[src/rtl/layer_addr_sched_if.sv]
// Handshake/bus bundle between the layer FSM / MAC side and the per-layer loop sequencer.
// master drives layer state, cfg and mac_ready; slave is the sequencer that issues reads and write-backs.
interface layer_addr_sched_if #(
    parameter int ADDR_W = 16,
    parameter int CNT_W  = 8
);
    logic [2:0]        state;
    logic [CNT_W-1:0]  cfg_oc;
    logic [CNT_W-1:0]  cfg_pix;
    logic [CNT_W-1:0]  cfg_k;
    logic [ADDR_W-1:0] cfg_act_base;
    logic [ADDR_W-1:0] cfg_wgt_base;
    logic [ADDR_W-1:0] cfg_out_base;
    logic              mac_ready;
    logic              rd_valid;
    logic [ADDR_W-1:0] act_addr;
    logic [ADDR_W-1:0] wgt_addr;
    logic              acc_clear;
    logic              acc_last;
    logic              wr_en;
    logic [ADDR_W-1:0] wr_addr;
    logic              change_state;
    logic              busy;

    modport master (
        output state, cfg_oc, cfg_pix, cfg_k, cfg_act_base, cfg_wgt_base, cfg_out_base, mac_ready,
        input  rd_valid, act_addr, wgt_addr, acc_clear, acc_last, wr_en, wr_addr, change_state, busy
    );

    modport slave (
        input  state, cfg_oc, cfg_pix, cfg_k, cfg_act_base, cfg_wgt_base, cfg_out_base, mac_ready,
        output rd_valid, act_addr, wgt_addr, acc_clear, acc_last, wr_en, wr_addr, change_state, busy
    );
endinterface

[src/rtl/layer_addr_sched.sv]
// Purpose: walks the oc/pix/k loop nest of one CNN layer, issuing act/wgt reads and output write-backs.
// Latency: first read the cycle after a layer start; write-back PIPE_LAT cycles after each last-step issue.
// Backpressure: mac_ready low holds the current issue stable; the write-back pipe keeps advancing regardless.
module layer_addr_sched #(
    parameter int ADDR_W   = 16,
    parameter int CNT_W    = 8,
    parameter int PIPE_LAT = 3
) (
    input logic               clk,
    input logic               rst_n,
    layer_addr_sched_if.slave sif
);
    typedef enum logic [1:0] {S_IDLE, S_RUN, S_DRAIN, S_PULSE} fsm_t;

    fsm_t              fsm;
    logic [2:0]        prev_state;
    logic [2:0]        layer_q;
    logic [CNT_W-1:0]  oc_q, pix_q, k_q;
    logic [CNT_W-1:0]  k_cnt, pix_cnt, oc_cnt;
    logic [ADDR_W-1:0] act_base_q;
    logic [ADDR_W-1:0] act_ptr, wgt_ptr, wgt_row, out_ptr;
    logic              rd_valid_q, acc_clear_q, acc_last_q, change_q, busy_q;
    logic [PIPE_LAT-1:0] pipe_vld;
    logic [ADDR_W-1:0]   pipe_addr [PIPE_LAT];

    logic             is_layer, start, zero_cfg, fire;
    logic             last_k, last_pix, last_oc, drain_done;
    logic [CNT_W-1:0] k_nxt;
    logic [PIPE_LAT-1:0] pipe_early;

    always_comb begin
        is_layer   = (sif.state >= 3'd1) && (sif.state <= 3'd5);
        start      = is_layer && (sif.state != prev_state);
        zero_cfg   = (sif.cfg_oc == '0) || (sif.cfg_pix == '0) || (sif.cfg_k == '0);
        fire       = rd_valid_q && sif.mac_ready;
        last_k     = (k_cnt   == k_q   - CNT_W'(1));
        last_pix   = (pix_cnt == pix_q - CNT_W'(1));
        last_oc    = (oc_cnt  == oc_q  - CNT_W'(1));
        k_nxt      = last_k ? '0 : k_cnt + CNT_W'(1);
        // Drain ends once only the oldest stage (the one on wr_en now) still holds a write.
        pipe_early = pipe_vld;
        pipe_early[PIPE_LAT-1] = 1'b0;
        drain_done = (pipe_early == '0);
    end

    always_ff @(posedge clk or negedge rst_n) begin
        if (!rst_n) begin
            fsm         <= S_IDLE;
            prev_state  <= '0;
            layer_q     <= '0;
            oc_q        <= '0;
            pix_q       <= '0;
            k_q         <= '0;
            k_cnt       <= '0;
            pix_cnt     <= '0;
            oc_cnt      <= '0;
            act_base_q  <= '0;
            act_ptr     <= '0;
            wgt_ptr     <= '0;
            wgt_row     <= '0;
            out_ptr     <= '0;
            rd_valid_q  <= 1'b0;
            acc_clear_q <= 1'b0;
            acc_last_q  <= 1'b0;
            change_q    <= 1'b0;
            busy_q      <= 1'b0;
            pipe_vld    <= '0;
            for (int i = 0; i < PIPE_LAT; i++) pipe_addr[i] <= '0;
        end else begin
            prev_state   <= sif.state;
            change_q     <= 1'b0;
            pipe_vld[0]  <= fire && acc_last_q;
            pipe_addr[0] <= out_ptr;
            for (int i = PIPE_LAT - 1; i > 0; i--) begin
                pipe_vld[i]  <= pipe_vld[i-1];
                pipe_addr[i] <= pipe_addr[i-1];
            end

            if (start) begin
                // A new compute layer always wins, including over a layer still in flight.
                layer_q    <= sif.state;
                oc_q       <= sif.cfg_oc;
                pix_q      <= sif.cfg_pix;
                k_q        <= sif.cfg_k;
                act_base_q <= sif.cfg_act_base;
                act_ptr    <= sif.cfg_act_base;
                wgt_ptr    <= sif.cfg_wgt_base;
                wgt_row    <= sif.cfg_wgt_base;
                out_ptr    <= sif.cfg_out_base;
                k_cnt      <= '0;
                pix_cnt    <= '0;
                oc_cnt     <= '0;
                pipe_vld   <= '0;
                if (zero_cfg) begin
                    fsm         <= S_PULSE;
                    change_q    <= 1'b1;
                    busy_q      <= 1'b0;
                    rd_valid_q  <= 1'b0;
                    acc_clear_q <= 1'b0;
                    acc_last_q  <= 1'b0;
                end else begin
                    fsm         <= S_RUN;
                    busy_q      <= 1'b1;
                    rd_valid_q  <= 1'b1;
                    acc_clear_q <= 1'b1;
                    acc_last_q  <= (sif.cfg_k == CNT_W'(1));
                end
            end else if (busy_q && (sif.state != layer_q)) begin
                fsm         <= S_IDLE;
                busy_q      <= 1'b0;
                rd_valid_q  <= 1'b0;
                acc_clear_q <= 1'b0;
                acc_last_q  <= 1'b0;
                pipe_vld    <= '0;
            end else begin
                case (fsm)
                    S_RUN: begin
                        if (fire) begin
                            if (acc_last_q) out_ptr <= out_ptr + ADDR_W'(1);
                            k_cnt       <= k_nxt;
                            acc_clear_q <= (k_nxt == '0);
                            acc_last_q  <= (k_nxt == k_q - CNT_W'(1));
                            if (!last_k) begin
                                act_ptr <= act_ptr + ADDR_W'(1);
                                wgt_ptr <= wgt_ptr + ADDR_W'(1);
                            end else if (!last_pix) begin
                                // act rows are contiguous per pixel; weights replay the same oc row.
                                pix_cnt <= pix_cnt + CNT_W'(1);
                                act_ptr <= act_ptr + ADDR_W'(1);
                                wgt_ptr <= wgt_row;
                            end else if (!last_oc) begin
                                pix_cnt <= '0;
                                oc_cnt  <= oc_cnt + CNT_W'(1);
                                act_ptr <= act_base_q;
                                wgt_row <= wgt_row + ADDR_W'(k_q);
                                wgt_ptr <= wgt_row + ADDR_W'(k_q);
                            end else begin
                                fsm         <= S_DRAIN;
                                rd_valid_q  <= 1'b0;
                                acc_clear_q <= 1'b0;
                                acc_last_q  <= 1'b0;
                            end
                        end
                    end
                    S_DRAIN: begin
                        if (drain_done) begin
                            fsm      <= S_PULSE;
                            busy_q   <= 1'b0;
                            change_q <= 1'b1;
                        end
                    end
                    S_PULSE: fsm <= S_IDLE;
                    default: ;
                endcase
            end
        end
    end

    assign sif.rd_valid     = rd_valid_q;
    assign sif.act_addr     = act_ptr;
    assign sif.wgt_addr     = wgt_ptr;
    assign sif.acc_clear    = acc_clear_q;
    assign sif.acc_last     = acc_last_q;
    assign sif.wr_en        = pipe_vld[PIPE_LAT-1];
    assign sif.wr_addr      = pipe_addr[PIPE_LAT-1];
    assign sif.change_state = change_q;
    assign sif.busy         = busy_q;
endmodule

[src/flat_wrapper.sv]
// flat-port wrapper written by rule: the top's interface ports become plain ports
module layer_addr_sched_flat 
#(
    parameter int ADDR_W   = 16,
    parameter int CNT_W    = 8,
    parameter int PIPE_LAT = 3
)
  (clk, rst_n, sif_state, sif_cfg_oc, sif_cfg_pix, sif_cfg_k, sif_cfg_act_base, sif_cfg_wgt_base, sif_cfg_out_base, sif_mac_ready, sif_rd_valid, sif_act_addr, sif_wgt_addr, sif_acc_clear, sif_acc_last, sif_wr_en, sif_wr_addr, sif_change_state, sif_busy);
  layer_addr_sched_if #(.ADDR_W(ADDR_W), .CNT_W(CNT_W)) sif_i ();
  input logic clk;
  input logic rst_n;
  input wire logic [$bits(sif_i.state)-1:0] sif_state;
  input wire logic [$bits(sif_i.cfg_oc)-1:0] sif_cfg_oc;
  input wire logic [$bits(sif_i.cfg_pix)-1:0] sif_cfg_pix;
  input wire logic [$bits(sif_i.cfg_k)-1:0] sif_cfg_k;
  input wire logic [$bits(sif_i.cfg_act_base)-1:0] sif_cfg_act_base;
  input wire logic [$bits(sif_i.cfg_wgt_base)-1:0] sif_cfg_wgt_base;
  input wire logic [$bits(sif_i.cfg_out_base)-1:0] sif_cfg_out_base;
  input wire logic [$bits(sif_i.mac_ready)-1:0] sif_mac_ready;
  output wire logic [$bits(sif_i.rd_valid)-1:0] sif_rd_valid;
  output wire logic [$bits(sif_i.act_addr)-1:0] sif_act_addr;
  output wire logic [$bits(sif_i.wgt_addr)-1:0] sif_wgt_addr;
  output wire logic [$bits(sif_i.acc_clear)-1:0] sif_acc_clear;
  output wire logic [$bits(sif_i.acc_last)-1:0] sif_acc_last;
  output wire logic [$bits(sif_i.wr_en)-1:0] sif_wr_en;
  output wire logic [$bits(sif_i.wr_addr)-1:0] sif_wr_addr;
  output wire logic [$bits(sif_i.change_state)-1:0] sif_change_state;
  output wire logic [$bits(sif_i.busy)-1:0] sif_busy;
  assign sif_i.state = sif_state;
  assign sif_i.cfg_oc = sif_cfg_oc;
  assign sif_i.cfg_pix = sif_cfg_pix;
  assign sif_i.cfg_k = sif_cfg_k;
  assign sif_i.cfg_act_base = sif_cfg_act_base;
  assign sif_i.cfg_wgt_base = sif_cfg_wgt_base;
  assign sif_i.cfg_out_base = sif_cfg_out_base;
  assign sif_i.mac_ready = sif_mac_ready;
  assign sif_rd_valid = sif_i.rd_valid;
  assign sif_act_addr = sif_i.act_addr;
  assign sif_wgt_addr = sif_i.wgt_addr;
  assign sif_acc_clear = sif_i.acc_clear;
  assign sif_acc_last = sif_i.acc_last;
  assign sif_wr_en = sif_i.wr_en;
  assign sif_wr_addr = sif_i.wr_addr;
  assign sif_change_state = sif_i.change_state;
  assign sif_busy = sif_i.busy;
  layer_addr_sched #(.ADDR_W(ADDR_W), .CNT_W(CNT_W), .PIPE_LAT(PIPE_LAT)) u_core (.clk(clk), .rst_n(rst_n), .sif(sif_i));
endmodule
[config.mk]
export PLATFORM = sky130hd
export DESIGN_NAME = layer_addr_sched_flat
export DESIGN_NICKNAME = d
export VERILOG_FILES = /design/src/rtl/layer_addr_sched_if.sv /design/src/rtl/layer_addr_sched.sv /design/src/flat_wrapper.sv
export SDC_FILE = /design/constraint.sdc
export NUM_CORES = 1
export LEC_CHECK = 0
export CORE_UTILIZATION = 39
export CTS_CLUSTER_SIZE = 10
export DETAILED_ROUTE_END_ITERATION = 16
export GPL_TIMING_DRIVEN = 0
export HOLD_SLACK_MARGIN = 0.02
export PLACE_DENSITY_LB_ADDON = 0.05
export SLEW_MARGIN = 20
export SYNTH_ARGS = -nofsm -noshare
export SYNTH_HDL_FRONTEND = slang
export SYNTH_SLANG_ARGS = --single-unit
[constraint.sdc]
create_clock -name clk -period 3.1 [get_ports clk]
set_input_delay 0.93 -clock clk [delete_from_list [all_inputs] [get_ports clk]]
set_output_delay 0.93 -clock clk [all_outputs]
set_load 0.1 [all_outputs]
==> flow_summary_export.csv <==
group,metric,value,unit
synth,synth.avg_cell_area,9.33,sq um
status,status,"complete, no violations",
synth,async_flop_share,100,%
global_route,grt_use_total,22.0,%
synth,synth_area_leader_cell,"dfrtp_1",
power_and_ir_drop,netSwitchingPower,3.51,mW
clock_tree,clock-sinks,192,
sta,report.final.setup_viol,0,
detailed_routing,first_iter_violations,494,
floorplan,die_y,164,um
critical_path,cp_top_family,"buffers and inverters",
power_and_ir_drop,pwr-share-comb,35.1,%
finish,syn2layout_area_growth,25.0,%
sta,tightestPinTransition,1.04,ns
sta,relSlewSlack,30.3,%
floorplan,io_pins,132,
global_route,grt.overflow.total,0,
sta,slew_viol_final,0,
floorplan,start_util,40.2,%
critical_path,cp.buffers_inverters,1,
clock_tree,insertion_delay,0.44,ns
synth,ys_types,78,
job,drv_cap,0,
clock_tree,cts-root-buf,"clkbuf_16",
clock_tree,cts_htree_levels,4,
clock_tree,clkTransAtPathRegs,0.09,ns
detailed_routing,ant_nets,0,
power_and_ir_drop,p_leak,5.55,nW
detailed_routing,via_per_inst,5.27,
detailed_routing,drc,0,
synth,synth_seq_cells,192,
global_route,grt_pass1_vias,8051,
floorplan,fp.coreArea,25400,sq um
global_route,grt_pass1_wl,44900,um
sta,skew,0.0171,ns
detailed_routing,wl_per_cell,17.9,um
critical_path,setup.worst_path.end_class,"primary output",
sta,hold_viol,0,
global_route,grt_util_met3,4.02,%
power_and_ir_drop,clkPwrFrac,27.1,%
detailed_routing,num_vias,8400,
power_and_ir_drop,power.density,664,nW/um^2
detailed_routing,wl,28600,um
global_route,grtUsageMet1,31.6,%
critical_path,slowest_delay,1.20,ns
power_and_ir_drop,switching_share,41.4,%
critical_path,startpoint_type,"flip-flop",
sta,min_period_over_period,98.5,%
global_route,antenna_found_initial,0,
placed_design,portBuffers,131,
power_and_ir_drop,intPower,4.96,mW
critical_path,cp_slowest_cell,"clkdlybuf4s50_1",
synth,synth_cells,1094,
sta,max_freq,0.327,GHz
power_and_ir_drop,ir_drop,458,uV
finish,final_cell_count_no_fill,1594,
synth,synth_area_leaders,"dfrtp_1, nand2_1, xor2_1, xnor2_1, nor2_1",
synth,synth_edf_count,0,
floorplan,die-area,26800,sq um
global_route,gr-max-usage-layer,"met2",
sta,post-route-min-period,3.05,ns
critical_path,crit_required,2.17,ns
synth,synthesis.area,10200,sq um
global_route,grt_max_degree,89,
floorplan,dieWidth,164,um
placed_design,placed_cells,1557,
sta,hold_ws,0.335,ns
synth,syn-num-nets,1190,
sta,rsz0062_at_grt,"false",
hold_path,holdCritPathClass,"flip-flop to flip-flop",
critical_path,worstPathMaxFanout,6,
critical_path,crit_chain,"clkdlybuf4s50_1",
finish,diodes,0,
clock_tree,clockBufferDepth,2,
critical_path,worstSetupPathType,"flip-flop to primary output",
critical_path,arrival,2.12,ns
global_route,grt_use_met2,34.3,%
synth,synth_flop_cell,"dfrtp_1",
synth,synthDominantCellAreaShare,47.1,%
clock_tree,numCtsBuffers,17,
placed_design,finalWeightedCongestion,0.835,
finish,drive_gt1_share,10.3,%
synth,synth-seq-area-share,47.1,%
placed_design,dp_hpwl,21000,um
power_and_ir_drop,power_frac_seq,37.8,%
sta,tns,0,ns
clock_tree,cts_hold_buf,0,
floorplan,rows,58,
synth,ys_warn_count,0,
detailed_routing,firstDrtPassIters,5,
clock_tree,cts_tree,"built",
finish,final_nets,1347,
[cells in the final DEF, fill, tap and decap left out, drive strengths merged, types with 4 or more instances in the layout]
cell type      instances
a211oi                 4
a21oi                 28
a31oi                 20
and2                   7
and3                  20
and4                   4
buf                   58
clkbuf                38
clkdlybuf4s50        124
clkinv                 4
dfrtp                192
dlymetal6s2s           5
ha                    17
inv                   26
mux2i                 16
nand2                230
nand2b                 6
nand3                 42
nand4                 22
nor2                  73
nor2b                  6
nor3                  14
nor3b                  5
nor4                  13
o2111ai                4
o211ai                22
o21ai                 85
o22a                   4
o31ai                 13
or3                    5
xnor2                 43
xnor3                  4
xor2                  56
[layer usage]
metal | vias up | share of wire (%)
li1 | 4115 | -
met1 | 4095 | 49
met2 | 173 | 46
met3 | 17 | 4.1
met4 | 0 | 1.2
met5 | - | 0
[path summary, 6_finish.rpt]
path                                                     from                                  end  slack (ns)  depth (start not counted)
max in group asynchronous                               rst_n  u_core.sif.wgt_addr[12]$_DFFE_PN0P_        1.64                          3
hold reg to reg                u_core.pipe_addr[19]$_DFF_PN0_      u_core.sif.wr_addr[3]$_DFF_PN0_        0.33                          0
setup / recovery           u_core.sif.act_addr[0]$_DFFE_PN0P_                      sif_act_addr[0]        0.05                          1
min in group asynchronous                               rst_n      u_core.sif.wr_addr[0]$_DFF_PN0_        0.34                          1
hold / removal                 u_core.pipe_addr[19]$_DFF_PN0_      u_core.sif.wr_addr[3]$_DFF_PN0_        0.33                          0
setup reg to reg                  u_core.pix_q[0]$_DFFE_PN0P_  u_core.sif.wgt_addr[15]$_DFFE_PN0P_        0.17                         10
[synth_stat cells, drive strengths merged (17+ instances only)]
library cell  instances
and3                 20
nor2                 73
o21ai                85
a21oi                28
o211ai               22
a31oi                20
nand3                42
xor2                 56
buf                  48
nand2               230
inv                  18
ha                   17
nand4                22
xnor2                43
clkbuf               21
dfrtp               192
[registers in the layout, summed over array words and instances (netlist names), 2 cells and up]
register	cells
u_core.oc_q	8
u_core.k_q	8
u_core.layer_q	3
u_core.oc_cnt	8
u_core.k_cnt	8
u_core.pix_q	8
u_core.prev_state	3
u_core.pipe_addr	32
u_core.pix_cnt	8
u_core.sif.wgt_addr	16
u_core.act_base_q	16
u_core.out_ptr	16
u_core.pipe_vld	3
u_core.wgt_row	16
u_core.fsm	2
u_core.sif.act_addr	16
u_core.sif.wr_addr	16
[timing repair]
item | CTS | global route
endpoints found under the setup margin | 131 | 108
pin swaps | 3 | 3
setup buffers | 3 | 4
resized for setup | 28 | 17
[power by group through the flow]
stage / clock (mW) / sequential [mW] / combinational, mW
after global routing: 2.45 / 3.25 / 3.18
final: 2.30 / 3.20 / 2.97
after detailed placement: 0 / 3.24 / 2.93
after global placement: 0 / 3.24 / 2.91
after floorplan: 0 / 4.00 / 1.31
after CTS: 2.36 / 3.19 / 2.97
[layout make-up]
class,count,area [sq um]
timing repair buffer,140,1440
clock inverter,13,163
inverter,18,67.6
multi-input combinational,815,5010
buffer,67,413
tap,330,413
clock buffer,19,443
sequential,192,4810
fill,2433,12600
[logic make-up (layout without fill, tap and decap cells)]
family                   Yosys count  count (layout)  synth area share (%)
XOR/XNOR                         104             104                  9.61
AO/OA/AOI/OAI                    213             213                  13.3
flip-flops                       192             192                  47.1
multiplexers                      18              18                  1.79
buffers and inverters             87             257                  4.43
adder cells (fa/ha/maj)           18              18                  2.28
AND/OR/NAND/NOR                  462             462                  21.5
[stage by stage]
step                utilization (%)  setup WS, ns  power, mW  cell area (sq um)
finish                         50.2        0.0463       8.47              12800
global route                   50.2       0.00742       8.88              12800
CTS                            49.9       0.00963       8.52              12700
detailed placement             47.2         -1.17       6.17              12000
global placement               47.0         -7.32       6.15              11900
floorplan                         -         0.207       5.30              10200
Note: power is estimated with default switching activity, not from simulation.
